$ cat src/rtl/bank_sync_seq_pkg.sv
// Shared definitions for the bank sequencer: per-bank state codes and the
// sequencer state enum, also imported by the MEMSync top.
package bank_sync_seq_pkg;

    localparam logic [4:0] BANK_IDLE  = 5'b00000;
    localparam logic [4:0] BANK_WRITE = 5'b10010;
    localparam logic [4:0] BANK_READ  = 5'b01011;

    typedef enum logic [1:0] {
        ST_IDLE  = 2'd0,
        ST_WRITE = 2'd1,
        ST_READ  = 2'd2,
        ST_GAP   = 2'd3
    } seq_state_t;

    function automatic int max_int(input int a, input int b);
        return (a > b) ? a : b;
    endfunction

endpackage

$ cat src/rtl/bank_sync_seq.sv
// Single-outstanding bank sequencer: accepts one read/write request, drives the
// target bank's state code for a fixed number of non-stalled cycles, then a GAP.
module bank_sync_seq
    import bank_sync_seq_pkg::*;
#(
    parameter int BGWIDTH   = 2,
    parameter int BAWIDTH   = 2,
    parameter int ADDRWIDTH = 17,
    parameter int WR_CYC    = 8,
    parameter int SYNC_AT   = 4,
    parameter int RD_CYC    = 3,
    localparam int BANKGROUPS    = 2**BGWIDTH,
    localparam int BANKSPERGROUP = 2**BAWIDTH
) (
    input  logic                   clk,
    input  logic                   reset_n,
    input  logic                   req_valid,
    output logic                   req_ready,
    input  logic                   req_wr,
    input  logic [BGWIDTH-1:0]     req_bg,
    input  logic [BAWIDTH-1:0]     req_ba,
    input  logic [ADDRWIDTH-1:0]   req_row,
    input  logic                   stall,
    output logic [BANKGROUPS-1:0][BANKSPERGROUP-1:0][ADDRWIDTH-1:0] RowId,
    output logic [BANKGROUPS-1:0][BANKSPERGROUP-1:0][4:0]           BankFSM,
    output logic [BANKGROUPS-1:0][BANKSPERGROUP-1:0]                sync,
    output logic                   done,
    output seq_state_t             dbg_state
);

    localparam int CNT_W = $clog2(max_int(WR_CYC, RD_CYC) + 1);
    localparam logic [CNT_W-1:0] WR_LAST  = CNT_W'(WR_CYC - 1);
    localparam logic [CNT_W-1:0] RD_LAST  = CNT_W'(RD_CYC - 1);
    localparam logic [CNT_W-1:0] SYNC_IDX = CNT_W'(SYNC_AT);

    seq_state_t          state_q, state_d;
    logic [CNT_W-1:0]    cnt_q, cnt_d;
    logic [BGWIDTH-1:0]  bg_q;
    logic [BAWIDTH-1:0]  ba_q;
    logic                armed_q;
    logic                xfer;

    // Handshake: a request transfers on a rising edge where req_valid && req_ready;
    // req_ready is high only in IDLE, and only from the first edge after reset.
    assign req_ready = armed_q && (state_q == ST_IDLE);
    assign xfer      = req_valid && req_ready;
    assign dbg_state = state_q;

    always_comb begin
        state_d = state_q;
        cnt_d   = cnt_q;
        case (state_q)
            ST_IDLE: begin
                if (xfer) begin
                    state_d = req_wr ? ST_WRITE : ST_READ;
                    cnt_d   = '0;
                end
            end
            ST_WRITE: begin
                if (!stall) begin
                    if (cnt_q == WR_LAST) state_d = ST_GAP;
                    else                  cnt_d   = cnt_q + 1'b1;
                end
            end
            ST_READ: begin
                if (!stall) begin
                    if (cnt_q == RD_LAST) state_d = ST_GAP;
                    else                  cnt_d   = cnt_q + 1'b1;
                end
            end
            ST_GAP:  state_d = ST_IDLE;
            default: state_d = ST_IDLE;
        endcase
    end

    always_ff @(posedge clk or negedge reset_n) begin
        if (!reset_n) begin
            state_q <= ST_IDLE;
            cnt_q   <= '0;
            bg_q    <= '0;
            ba_q    <= '0;
            armed_q <= 1'b0;
        end else begin
            state_q <= state_d;
            cnt_q   <= cnt_d;
            armed_q <= 1'b1;
            if (xfer) begin
                bg_q <= req_bg;
                ba_q <= req_ba;
            end
        end
    end

    // Row registers keep their value once the bank goes idle again.
    always_ff @(posedge clk or negedge reset_n) begin
        if (!reset_n) begin
            RowId <= '0;
        end else if (xfer) begin
            RowId[req_bg][req_ba] <= req_row;
        end
    end

    // Sync follows the held counter, so a stall at SYNC_AT stretches one pulse.
    always_comb begin
        BankFSM = '0;
        sync    = '0;
        done    = 1'b0;
        case (state_q)
            ST_WRITE: begin
                BankFSM[bg_q][ba_q] = BANK_WRITE;
                sync[bg_q][ba_q]    = (cnt_q == SYNC_IDX);
            end
            ST_READ:  BankFSM[bg_q][ba_q] = BANK_READ;
            ST_GAP:   done = 1'b1;
            default:  ;
        endcase
    end

endmodule

$ cat config.mk
export PLATFORM = sky130hd
export DESIGN_NAME = bank_sync_seq
export DESIGN_NICKNAME = d
export VERILOG_FILES = /design/src/rtl/bank_sync_seq_pkg.sv /design/src/rtl/bank_sync_seq.sv
export SDC_FILE = /design/constraint.sdc
export NUM_CORES = 1
export LEC_CHECK = 0
export ABC_AREA = 1
export CAP_MARGIN = 20
export CORE_MARGIN = 4
export CORE_UTILIZATION = 41
export DETAILED_ROUTE_END_ITERATION = 16
export PLACE_DENSITY = 0.77
export REMOVE_ABC_BUFFERS = 1
export SYNTH_ARGS = -nofsm -noshare
export SYNTH_HDL_FRONTEND = slang
export SYNTH_SLANG_ARGS = --single-unit
$ cat constraint.sdc
create_clock -name clk -period 1.6 [get_ports clk]
set_input_delay 0.24 -clock clk [delete_from_list [all_inputs] [get_ports clk]]
set_output_delay 0.24 -clock clk [all_outputs]
set_load 0.05 [all_outputs]
==> results.md <==
* Die area at 30,200 um^2
* R2R Path End: RowId[254]
* Final hold vios at 0
* Global-route wire length before repair at 68,800 um
* Critical path class: reg -> out
* Synth top area cells: dfrtp_1, nand2_1, o21ai_0
* Layout cells sized above 1 at 0.631
* Nets at between 1,500 and 2,000
* CTS sink cnt at 283
* R2r startpoint: dbg_state[0]
* Final setup viols at 366
* Vias per std cell at 5.78
* Synthesized cell area at 11,300 um^2
* CP max stage cell: dfrtp_1
* Max-slew violations at 0
* Initial antenna violation count at 2
* Synth top area share at 0.627
* Crit share post-route at 1.43
* Synth Flop Type: dfrtp_1
* Net Sw Frac at 0.490
* Leak Pwr at 10.4 nW
* Vias in the first global route at 11,283
* Cell taking the most area after synthesis: dfrtp_1
* Number of buffers added on ports at 381
* Post-synth ARST share at 1.00
* Setup crit end kind: primary output
* Initial Util at 0.418
* All-Layer GR Usage at 0.294
* Deepest clock path buffer count at 3
* Area Growth Syn to Fin at 97.6%
* Worst-path cell chain: inv_2, ha_4, o21ai_2, buf_6, buf_6, nor2_2, buf_6
* Net Sw Power at between 20 and 25 mW
* Clk pin slew, worst setup/hold paths at 70 ps
* HP Class: in -> async
* Crit Path Max Fanout at 7
* 1st-pass router iterations at 5
* EDFF count, synth at 0
* Setup ws final at -687 ps
* Mapped Avg Cell Area at around 9.4 um^2
* Post-synth top cells: nand2_1, dfrtp_1, o21ai_0, nor2_1, o21ai_1
* Power Total at 40.8 mW
* Met1 usage at 0.340
* YS warnings at 0
* Placed cell count at 1,940
* Worst path bufs/invs at 4
* Die H at approximately 170 um
* Post-synth cell types at 26
* Pwr per Cell Area at around 1800 nW/um^2
* Final RePlAce weighted congestion at 0.880
* Synthesized instance count at 1,200
* Depth of the CTS H-tree at 1
* Sequential-to-total area share from yosys stat at 0.627
* CTS tree: yes
* Crit path launch type: flop
* Routed wire per std cell at 28.0 um
* DR iter-0 viols at 1,012
* Core Rows at 60
* VDD IR max at 1430 uV
* Comb power frac at 0.533
* RSZ-0062 raised after global routing: yes
* Layout Cells excl Fill at 2,115
* GR Overflow Total at 0
* Met3 global-route usage at 0.0837
* Largest net degree at the start of global routing at 73
* Register-to-register setup slack at -650 ps
* Routing usage on met2 at 0.492
* Max-cap check violation count at 0
* CP most frequent cell: buf_6
* Tightest Pin Transition at 1040 ps
* WP data arrival at approximately 2100 ps
* Vias at 12,230
* Cts bufs inserted at 29
* Routed WL at between 50,000 and 60,000 um
* Clk pwr share at 0.181
* Slowest cell delay on critical path at 390 ps
* Register bit total from synthesis at approximately 280
* Top-count cell post-synth: nand2_1
* Max Freq at between 0.4 and 0.5 GHz
* Critical Path RT at 1360 ps
* Post-DP HPWL at 27,800 um
* Clock root buffer: clkbuf_16
* DRC Markers at 0
* Clk_lat worst skew at 570 ps
* Post-Route Skew at about 34 ps
* Status: finished with violations
* IO Pins at 398
* Core area at 27,000 um^2
* FF-to-FF path depth at 14
* Detail Route Antenna Nets at 0
* Sequential power share at 0.287
* Die Wd at 174 um
* Critical path's top delay family: buffers and inverters
* Gr busiest metal: met2
* Int Pwr at 20.8 mW
* Min Tclk post-route at roughly 2300 ps
* Slew headroom at 0.308
* Failing checks: negative setup slack
==> metrics by stage <==
step                      hold slack, ps  TNS, ps  utilization  area, um^2  worst slack [ps]
after CTS                            148  -105190        0.719       19400              -571
after detailed placement             151   -62760        0.598       16200              -311
after global routing                 178  -183020        0.825       22300              -761
after global placement               147   -58650        0.598       16200              -280
after floorplan                    -55.6  -283150            -       10800             -1370
final                                155  -159200        0.825       22300              -687
==> cells in the final DEF, fill, tap and decap left out, types with 2 or more instances in the layout <==
cell type / instances
a21oi_1: 2
a21oi_2: 16
buf_12: 116
buf_16: 25
buf_4: 322
buf_6: 69
buf_8: 17
bufinv_16: 5
clkbuf_1: 5
clkbuf_16: 64
clkbuf_8: 4
clkdlybuf4s50_1: 24
clkinv_2: 10
conb_1: 17
dfrtp_1: 280
dfrtp_2: 3
diode_2: 2
ha_1: 2
ha_4: 5
inv_1: 38
inv_2: 23
nand2_1: 128
nand2_2: 75
nand2_4: 107
nand2_8: 10
nand3_1: 5
nand3_4: 7
nand4_4: 5
nor2_1: 13
nor2_2: 26
nor2_4: 80
o21ai_0: 19
o21ai_1: 117
o21ai_2: 122
o21ai_4: 4
==> repair_timing <==
| action | CTS | global route |
|---|---|---|
| hold buffers | 1 | 0 |
| endpoints found under the hold margin | 283 | 0 |
| pin swaps | 20 | 39 |
| gates resized for setup | 342 | 633 |
| setup endpoints to repair | 361 | 366 |
| buffers inserted | 28 | 31 |
| gates cloned | 35 | 41 |
==> logic make-up (layout without fill, tap and decap cells) <==
| logic type | Yosys count | in the layout | share of synthesized area |
|---|---|---|---|
| AOI/OAI and AO/OA | 280 | 280 | 0.124 |
| other | 2 | 19 | 0.000665 |
| buffers and inverters | 169 | 726 | 0.0731 |
| and+or+nand+nor | 459 | 459 | 0.167 |
| adders and majority gates | 7 | 7 | 0.00776 |
| DFF | 283 | 283 | 0.627 |
==> power by group through the flow <==
| stage | sequential, mW | combinational (mW) | clock [mW] |
|---|---|---|---|
| after floorplan | 18.2 | 3.18 | 0 |
| after global placement | 10.8 | 16.7 | 0 |
| after detailed placement | 10.8 | 17.0 | 0 |
| after CTS | 10.9 | 18.6 | 7.22 |
| after global routing | 11.9 | 22.4 | 7.71 |
| final | 11.7 | 21.8 | 7.39 |
==> routing by layer <==
metal / vias to the layer above / part of all wire
met5: - / 0
met4: 0 / 0.084
met3: 305 / 0.093
met2: 903 / 0.49
met1: 6073 / 0.33
li1: 4949 / -
==> sequential cells by signal, indices dropped and copies added, names as in the netlist <==
register / cells
bg_q: 2
dbg_state: 2
ba_q: 2
cnt_q: 4
armed_q: 1
RowId: 272
==> how the worst max path moves through the flow <==
stage / slack (ps) / to / depth (start not counted) / start
after floorplan: -1370 / BankFSM[0] / 4 / dbg_state[0]
after global placement: -280 / RowId[19] / 8 / req_bg[0]
after detailed placement: -310 / RowId[50] / 8 / req_bg[0]
after CTS: -570 / BankFSM[8] / 7 / dbg_state[0]
after global routing: -760 / sync[5] / 8 / ba_q[0]
final: -690 / BankFSM[6] / 7 / dbg_state[0]
==> layout make-up <==
| class | count | area, um^2 |
|---|---|---|
| clock inverter | 14 | 199 |
| fill | 1240 | 4720 |
| tap | 341 | 427 |
| antenna | 2 | 5.00 |
| timing repair buffer | 610 | 7620 |
| sequential | 283 | 7090 |
| inverter | 64 | 250 |
| clock buffer | 38 | 800 |
| multi-input combinational | 763 | 5920 |
No activity file was read; power rests on OpenSTA's default activity.
